===== src/rtl/capture_readout.sv =====
`timescale 1ns/1ps
// Capture-buffer read engine: streams LENGTH words from the RAM read port, wrapping at
// MEM_DEPTH, onto a valid/ready stream through a credit-controlled skid FIFO.
module capture_readout #(
  parameter  int unsigned DATA_WIDTH = 64,
  parameter  int unsigned MEM_DEPTH  = 128,
  parameter  int unsigned RD_LATENCY = 1,
  parameter  int unsigned FIFO_DEPTH = 4,
  localparam int unsigned AW         = $clog2(MEM_DEPTH)
) (
  input  logic                  clk,
  input  logic                  rst,
  input  logic                  start,
  input  logic [AW-1:0]         start_addr,
  input  logic [AW:0]           length,
  input  logic                  abort,
  output logic                  busy,
  output logic                  done,
  output logic [AW-1:0]         ram_addr,
  output logic                  ram_wr,
  input  logic [DATA_WIDTH-1:0] ram_dout,
  output logic [DATA_WIDTH-1:0] m_data,
  output logic                  m_valid,
  output logic                  m_last,
  input  logic                  m_ready
);

  localparam int unsigned CW  = $clog2(FIFO_DEPTH + 1);
  localparam int unsigned IW  = (FIFO_DEPTH > 1) ? $clog2(FIFO_DEPTH) : 1;
  localparam int unsigned CRW = $clog2(FIFO_DEPTH + RD_LATENCY + 2) + 1;
  localparam int unsigned PD  = RD_LATENCY + 1;

  typedef enum logic [1:0] {
    S_IDLE  = 2'd0,
    S_ISSUE = 2'd1,
    S_DRAIN = 2'd2
  } state_t;

  state_t                r_state;
  state_t                w_state_nxt;
  logic [AW-1:0]         r_addr;
  logic [AW:0]           r_remaining;
  logic [PD-1:0]         r_pipe_vld;
  logic [PD-1:0]         r_pipe_last;
  logic [DATA_WIDTH-1:0] r_fifo_data [FIFO_DEPTH];
  logic [FIFO_DEPTH-1:0] r_fifo_last;
  logic [CW-1:0]         r_fifo_cnt;
  logic                  r_m_valid;
  logic                  r_busy;
  logic                  r_done;

  logic                  w_pop;
  logic                  w_push;
  logic                  w_issue;
  logic                  w_load;
  logic                  w_issue_last;
  logic                  w_done_nxt;
  logic                  w_credit_ok;
  logic [CRW-1:0]        w_in_flight;
  logic [CW-1:0]         w_cnt_nxt;
  logic [IW-1:0]         w_wr_idx;

  // Pipe stage 0 is the cycle ram_addr presents a freshly issued address; the last stage
  // lines up with valid ram_dout, so the pipe is one stage longer than the RAM latency.
  always_comb begin
    w_pop       = r_m_valid & m_ready;
    w_push      = r_pipe_vld[PD-1];
    w_in_flight = '0;
    for (int i = 0; i < int'(PD); i++) begin
      w_in_flight = w_in_flight + CRW'(r_pipe_vld[i]);
    end
    w_credit_ok = (CRW'(r_fifo_cnt) + w_in_flight - CRW'(w_pop)) < CRW'(FIFO_DEPTH);
    w_cnt_nxt   = r_fifo_cnt + CW'(w_push) - CW'(w_pop);
    w_wr_idx    = IW'(r_fifo_cnt - CW'(w_pop));
  end

  // Next-state and issue control; abort overrides everything.
  always_comb begin
    w_state_nxt  = r_state;
    w_issue      = 1'b0;
    w_load       = 1'b0;
    w_issue_last = 1'b0;
    w_done_nxt   = 1'b0;
    case (r_state)
      S_IDLE: begin
        if (start) begin
          if (length == '0) begin
            w_done_nxt = 1'b1;
          end else begin
            w_load       = 1'b1;
            w_issue      = 1'b1;
            w_issue_last = (length == (AW+1)'(1));
            w_state_nxt  = (length == (AW+1)'(1)) ? S_DRAIN : S_ISSUE;
          end
        end
      end
      S_ISSUE: begin
        if (w_credit_ok) begin
          w_issue      = 1'b1;
          w_issue_last = (r_remaining == (AW+1)'(1));
          if (r_remaining == (AW+1)'(1)) begin
            w_state_nxt = S_DRAIN;
          end
        end
      end
      S_DRAIN: begin
        if (w_pop && r_fifo_last[0] && (r_fifo_cnt == CW'(1)) && (w_in_flight == '0)) begin
          w_done_nxt  = 1'b1;
          w_state_nxt = S_IDLE;
        end
      end
      default: begin
        w_state_nxt = S_IDLE;
      end
    endcase
    if (abort) begin
      w_state_nxt  = S_IDLE;
      w_issue      = 1'b0;
      w_load       = 1'b0;
      w_issue_last = 1'b0;
      w_done_nxt   = 1'b0;
    end
  end

  always_ff @(posedge clk or posedge rst) begin
    if (rst) begin
      r_state <= S_IDLE;
      r_busy  <= 1'b0;
      r_done  <= 1'b0;
    end else begin
      r_state <= w_state_nxt;
      r_busy  <= (w_state_nxt != S_IDLE);
      r_done  <= w_done_nxt;
    end
  end

  // Address wraps naturally because MEM_DEPTH is a power of two.
  always_ff @(posedge clk or posedge rst) begin
    if (rst) begin
      r_addr      <= '0;
      r_remaining <= '0;
    end else if (w_load) begin
      r_addr      <= start_addr;
      r_remaining <= length - (AW+1)'(1);
    end else if (w_issue) begin
      r_addr      <= r_addr + AW'(1);
      r_remaining <= r_remaining - (AW+1)'(1);
    end
  end

  always_ff @(posedge clk or posedge rst) begin
    if (rst) begin
      r_pipe_vld  <= '0;
      r_pipe_last <= '0;
    end else if (abort) begin
      r_pipe_vld  <= '0;
      r_pipe_last <= '0;
    end else begin
      r_pipe_vld  <= {r_pipe_vld[PD-2:0], w_issue};
      r_pipe_last <= {r_pipe_last[PD-2:0], w_issue_last};
    end
  end

  // Shift FIFO: entry 0 is the head and drives the stream outputs directly.
  // Last flags above the fill level are kept at zero so m_last never shows a stale flag.
  always_ff @(posedge clk or posedge rst) begin
    if (rst) begin
      for (int i = 0; i < int'(FIFO_DEPTH); i++) begin
        r_fifo_data[i] <= '0;
      end
      r_fifo_last <= '0;
      r_fifo_cnt  <= '0;
      r_m_valid   <= 1'b0;
    end else if (abort) begin
      r_fifo_last <= '0;
      r_fifo_cnt  <= '0;
      r_m_valid   <= 1'b0;
    end else begin
      if (w_pop) begin
        for (int i = 0; i < int'(FIFO_DEPTH) - 1; i++) begin
          r_fifo_data[i] <= r_fifo_data[i+1];
        end
        r_fifo_last <= {1'b0, r_fifo_last[FIFO_DEPTH-1:1]};
      end
      if (w_push) begin
        r_fifo_data[w_wr_idx] <= ram_dout;
        r_fifo_last[w_wr_idx] <= r_pipe_last[PD-1];
      end
      r_fifo_cnt <= w_cnt_nxt;
      r_m_valid  <= (w_cnt_nxt != '0);
    end
  end

  assign busy     = r_busy;
  assign done     = r_done;
  assign ram_addr = r_addr;
  assign ram_wr   = 1'b0;
  assign m_data   = r_fifo_data[0];
  assign m_valid  = r_m_valid;
  assign m_last   = r_fifo_last[0];

endmodule


===== config.mk =====
export PLATFORM = sky130hd
export DESIGN_NAME = capture_readout
export DESIGN_NICKNAME = d
export VERILOG_FILES = /design/src/rtl/capture_readout.sv
export SDC_FILE = /design/constraint.sdc
export NUM_CORES = 1
export LEC_CHECK = 0
export ABC_AREA = 1
export CORE_ASPECT_RATIO = 0.8
export CORE_MARGIN = 10
export CORE_UTILIZATION = 55
export CTS_CLUSTER_DIAMETER = 120
export DETAILED_ROUTE_END_ITERATION = 12
export PLACE_DENSITY = 0.85
export SLEW_MARGIN = 10
export SYNTH_ARGS = -nofsm -noshare
export SYNTH_HDL_FRONTEND = slang
export SYNTH_SLANG_ARGS = --single-unit
export TNS_END_PERCENT = 30

===== constraint.sdc =====
create_clock -name clk -period 15.1 [get_ports clk]
set_input_delay 4.53 -clock clk [delete_from_list [all_inputs] [get_ports clk]]
set_output_delay 4.53 -clock clk [all_outputs]
set_load 0.01 [all_outputs]

-- Word level (Yosys, flattened, before mapping)
Index checks and enable logic that the tools add are counted.
- input port bits: 84
- output and inout bits: 76
- memories kept: 0
- bits in latches: 0
- word-level logic and storage cells: 93
- register bits after elaboration: 287
- memory bits (writable): 0
- bits in read-only memories: 0
- mux-type cells: 45
- reduce and logical (&&, ||, !) cells: 12
- divide/modulo/power cells: 0
- $mul: 0
- shifts and indexed selects: 0
- add/sub/neg operators: 9
- equal/unequal tests: 5
- bitwise logic cells: 3
- magnitude comparators: 5
- operators with widths (operator ; count):
    2-to-1 mux 192 bit ; 2
    bitwise mux 256 bit ; 1
    2-to-1 mux 256 bit ; 1
    demux 64 bit (select 2 bit) ; 1
    2-to-1 mux 64 bit ; 1
    2-to-1 mux 2 bit ; 9
    equality test 8 x 1 -> 1 bit (second input constant) ; 2
    2-to-1 mux 4 bit ; 4
    2-to-1 mux 8 bit ; 2
    subtractor 8 x 1 -> 8 bit (second input constant) ; 2
    2-to-1 mux 1 bit ; 15
    2-to-1 mux 7 bit ; 2
    zero test 8 bit ; 1
    adder 7 x 1 -> 7 bit (second input constant) ; 1
    case mux 1 bit (2 select lines) ; 3
    case mux 2 bit (3 select lines) ; 1
    logical AND 1 bit ; 5
    adder 3 x 2 -> 4 bit ; 1
    bitwise mux 4 bit ; 1
    zero test 4 bit ; 1
    < comparator 4 x 3 -> 1 bit (second input constant) ; 1
    nonzero test 2 bit ; 2
    subtractor 4 x 1 -> 4 bit ; 1
    adder 3 x 1 -> 3 bit ; 1
    other kinds (18) ; 18

-- Longest topological paths before layout
- depth after elaboration: 9
- mapped depth: 16
- mapped depth without buffers: 16

-- Least setup slack after synthesis
No wires, ideal clock.
- path type: input-to-reg
- start point: in m_ready
- end point: reg r_remaining[1]
- slack: 8780 ps
- stages: 16
- arrival time: 6254 ps
- path buffers: 2
- cell sequence: nand2_1 buf_2 inv_1 nand2_1 ha_1 nand2_1 inv_1 nand4_1 nand2_1 nand2_1 nand2_1 nand4_1 nand2_1 clkbuf_1 nand3_1 nand2_1
- word-level cells in the longest chain between the ends: 7
- RTL lines (element ; line ; RTL):
    start: declaration ; 25 ; input logic m_ready
    bitwise AND 1 bit ; 66 ; w_pop = r_m_valid & m_ready;
    subtractor 4 x 1 -> 4 bit ; 72 ; w_credit_ok = (CRW'(r_fifo_cnt) + w_in_flight - CRW'(w_pop)) < CRW'(FIFO_DEPTH);
    < comparator 4 x 3 -> 1 bit ; 72 ;
    2-to-1 mux 1 bit ; 98 ; if (w_credit_ok) begin
    case mux 1 bit (2 select lines) ; 84 ; case (r_state)
    2-to-1 mux 1 bit ; 116 ; if (abort) begin
    nonzero test 2 bit (no source line) ; n/a ;
    end signal: assignment ; 144 ; r_remaining <= length - (AW+1)'(1);
    end signal: assignment ; 147 ; r_remaining <= r_remaining - (AW+1)'(1);
    end: declaration ; 42 ; logic [AW:0] r_remaining;
Every way passes these cells.
A chain may end at the register's enable or synchronous reset.

-- Worst setup path after layout
- start point: in m_ready
- end point: reg r_fifo_data[67] in the netlist's numbering
- word-level cells in the longest chain between the ends: 9
- elaborated cells between the ends (all ways): 12
- classes of those cells: 1 x add/sub; 2 x order compare; 6 x mux; 2 x bitwise; 1 x reduce/logical
- RTL lines (element ; line ; RTL):
    bitwise AND 1 bit (*) ; 66 ;
    subtractor 2 x 1 -> 2 bit ; 74 ; w_wr_idx = IW'(r_fifo_cnt - CW'(w_pop));
    inverter 2 -> 3 bit (implied by the code) ; 186 ; r_fifo_data[w_wr_idx] <= ram_dout;
    greater-or-equal comparator 3 bit (implied by the code) or < comparator 3 x 1 -> 1 bit (tied branches) ; 186 ;
    logical AND 1 bit (implied by the code) ; 186 ;
    2-to-1 mux 64 bit (implied by the code) ; 186 ;
    demux 64 bit (select 2 bit) ; 186 ;
    bitwise mux 256 bit ; 186 ;
    2-to-1 mux 256 bit (*) ; 185 ; if (w_push) begin
    end signal: indexed assignment ; 181 ; r_fifo_data[i] <= r_fifo_data[i+1];
    end signal: indexed assignment ; 186 ;
    end: declaration ; 45 ; logic [DATA_WIDTH-1:0] r_fifo_data [FIFO_DEPTH];
Every way passes the cells marked *; elsewhere a longest branch is shown, timed or not. The select of a mux whose other input is x is not followed.

==> results by group <==
Run status
  • Status: complete, no violations

Worst setup path
  • Critical Path End Type: register
  • R2r setup slk: 10.30 ns
  • CP arrival: 9.25 ns
  • WP buf/inv: 4
  • CP Max Fanout: 72
  • Crit start category: input pin
  • Worst R2R Path Depth: 10
  • Crit-path max cell delay: 0.93 ns
  • Crit path max-delay cell type: a21oi_4
  • Crit-path leading delay family: simple AND/OR/NAND/NOR gates
  • Required time worst endpoint: 15.55 ns
  • Crit-path cells: clkdlybuf4s50_1, nand2_4, or2_4, nand2_4, inv_2, buf_4, nand3_4, a21oi_4, buf_4, nor2_1, a31oi_1
  • Worst R2R Start: m_valid
  • Critical path type: in2reg
  • Critical R2R Capture: r_fifo_data[67]

Synth
  • Top-count cell post-synth: dfrtp_1
  • Synthesized area: 14700 um^2
  • Commonest cells in the netlist: dfrtp_1, nand2_1, o21ai_0
  • Avg Inst Size Synth: 8.43 um^2
  • Register area share after synthesis: 48.8%
  • Largest area contributor in the netlist: dfrtp_1
  • Top_reg_cell synth: dfrtp_1
  • Yosys Warn Count: 0
  • Post-synth EDFFs: 0
  • Synth area leaders: dfrtp_1, o21ai_0, nand2_1
  • Flops & latches, synth: 287
  • Syn nets: 1843
  • Mapped Cells: 1746
  • Synth unique cells: 38
  • Post-synth ARST share: 100%
  • Top-area cell type share of the netlist area: 48.8%

GRT
  • Total gr overflow: 0
  • First-pass GRT wire length: 63.3 mm
  • Initial antenna violation count: 0
  • Total GRT Usage: 22.1%
  • Largest net degree at the start of global routing: 186
  • Vias in the first global route: 12.3k

Power
  • P_leak: 0.00731 uW
  • Seq pwr share: 40.6%
  • Internal power: 2040 uW
  • Worst ir drop on vdd: 0.118 mV
  • PwrDens: 188 nW/um^2
  • P_sw: 1130 uW
  • Combinational power share: 35.5%
  • Sw frac: 35.7%
  • Clock share of power: 23.8%

Clocking
  • Clk Latency, worst-skew pair: 0.55 ns
  • Post-CTS Hold Buffers: 0
  • Num CTS Buffers: 29
  • CTS tree: done
  • Setup bufs post-CTS: 0
  • Root Buffer: clkbuf_16
  • CTS resizes: 0
  • Clock Sinks: 287
  • Clock slew at reported path FFs: 0.06 ns
  • Clk buf depth: 3
  • H-tree depth reported by CTS: 1

Drt
  • Overall routed net length: 38.9 mm
  • Vias/cell: 6.01
  • Drt pass-1 iters: 6
  • Routed len/inst: 18.4 um
  • Vias post-DR: 12.7k
  • Drt initial violations: 1538
  • Drt drc: 0
  • Post-route ant nets: 0

Floorplan
  • Rows: 53
  • Die area: 33800 um^2
  • Die Y: 166 um
  • Chip width: 203 um
  • Placeable core area: 26300 um^2
  • Starting Density: 55.9%
  • Number of I/O pins: 160

Finish
  • Area added between synthesis and finish: 14.4%
  • Layout cells sized above 1: 5.22%
  • Number of fill cells: 2058
  • Util after Layout: 64.0%
  • # nets final: 1838
  • Ant. Diodes: 0

Job
  • Max Cap Viol: 0

STA
  • Min Clock Period, post-route: 8.80 ns
  • Max Slew Vio Count: 0
  • Final Cycle Share: 58.3%
  • Final hold vios: 0
  • Final setup violation count: 0
  • Worst Skew: 0.0146 ns
  • Peak Freq: 114 MHz
  • Max_slew headroom: 18.8%
  • Setup TNS: 0 ns
  • RSZ-0062 raised after global routing: no
  • Slew @ Worst Pin: 1.22 ns

Place
  • Final GP Congestion: 0.828
  • DPL Wire Length: 23.6 mm
  • IO buf count: 158

Worst hold path
  • Min-Delay Path Class: reg2reg
  • Hold Crit Depth: 1
## worst max-delay path by stage
stage,startpoint,to,slack [ns],cells past startpoint
finish,m_ready,r_fifo_data[67],6.30,11
global route,m_ready,r_fifo_data[69],6.09,11
CTS,m_ready,r_fifo_data[68],6.47,11
detailed placement,m_ready,r_fifo_data[68],5.92,11
global placement,m_ready,r_fifo_data[99],6.16,11
floorplan,rst,async pin,2.65,1
## per-stage QoR
| stage | hold WS [ns] | std cells | cell area [um^2] | total power [uW] | worst slack, ns |
|---|---|---|---|---|---|
| 3_5_place_dp | 0.473 | 2067 | 15800 | 2410 | 5.92 |
| 5_1_grt | 0.504 | 2119 | 16800 | 3370 | 6.09 |
| 4_1_cts | 0.491 | 2119 | 16800 | 3170 | 6.47 |
| 6_report | 0.488 | 2119 | 16800 | 3170 | 6.30 |
| 3_3_place_gp | 0.462 | 2067 | 15800 | 2340 | 6.16 |
| 2_1_floorplan | 0.434 | 1746 | 14700 | 2080 | 2.65 |
## cell usage in the layout (no fill, tap or decap), types with 4 or more instances in the layout
cell type        netlist  layout
nor2_1               138     138
buf_4                 67      15
bufinv_16              0       4
xor2_1                 9       9
o21ai_1                6       6
nand3_1               21      19
a31oi_1               65      65
o211ai_1              64      64
dfrtp_1              287     285
ha_1                  12      12
mux2_4                10      10
clkbuf_8               0       7
nand4_1               69      69
inv_1                152     150
a32oi_1               64      64
o21ai_0              273     273
clkbuf_16              0      29
xnor2_1                7       7
clkdlybuf4s50_1        0     157
clkinv_2               0       7
nand2_1              282     281
a21oi_1               56      56
## layout make-up
class	instances	area, um^2	area share [%]
repair buffers	173	1700	10.1
clock inverters	13	170	1.01
inverters	154	588	3.49
flip-flops and latches	287	7180	42.7
clock buffers	39	833	4.95
well taps	357	447	2.65
multi-input cells	1096	5910	35.1
## logic make-up after synthesis
kind of cell | synth area share [%]
other | 0.0255
and+or+nand+nor | 15.0
AOI/OAI and AO/OA | 21.5
xor gates and xnor gates | 0.952
DFF | 48.8
muxes | 1.25
buffers and inverters | 11.3
adders and majority gates | 1.16
## routing by layer
layer | wire (um) | vias up | GRT usage (%)
li1 | - | 5923 | -
met1 | 16300 | 6164 | 29.4
met2 | 18400 | 579 | 35.7
met3 | 3250 | 68 | 4.04
met4 | 937 | 0 | 7.19
met5 | 0 | - | 0
## power groups by stage
stage | logic [uW] | clock network [uW] | registers, uW
global placement | 1060 | 0 | 1280
global route | 1260 | 788 | 1320
detailed placement | 1110 | 0 | 1290
CTS | 1130 | 759 | 1280
floorplan | 844 | 0 | 1240
finish | 1120 | 754 | 1290
Power figures use the tool's default switching activity.
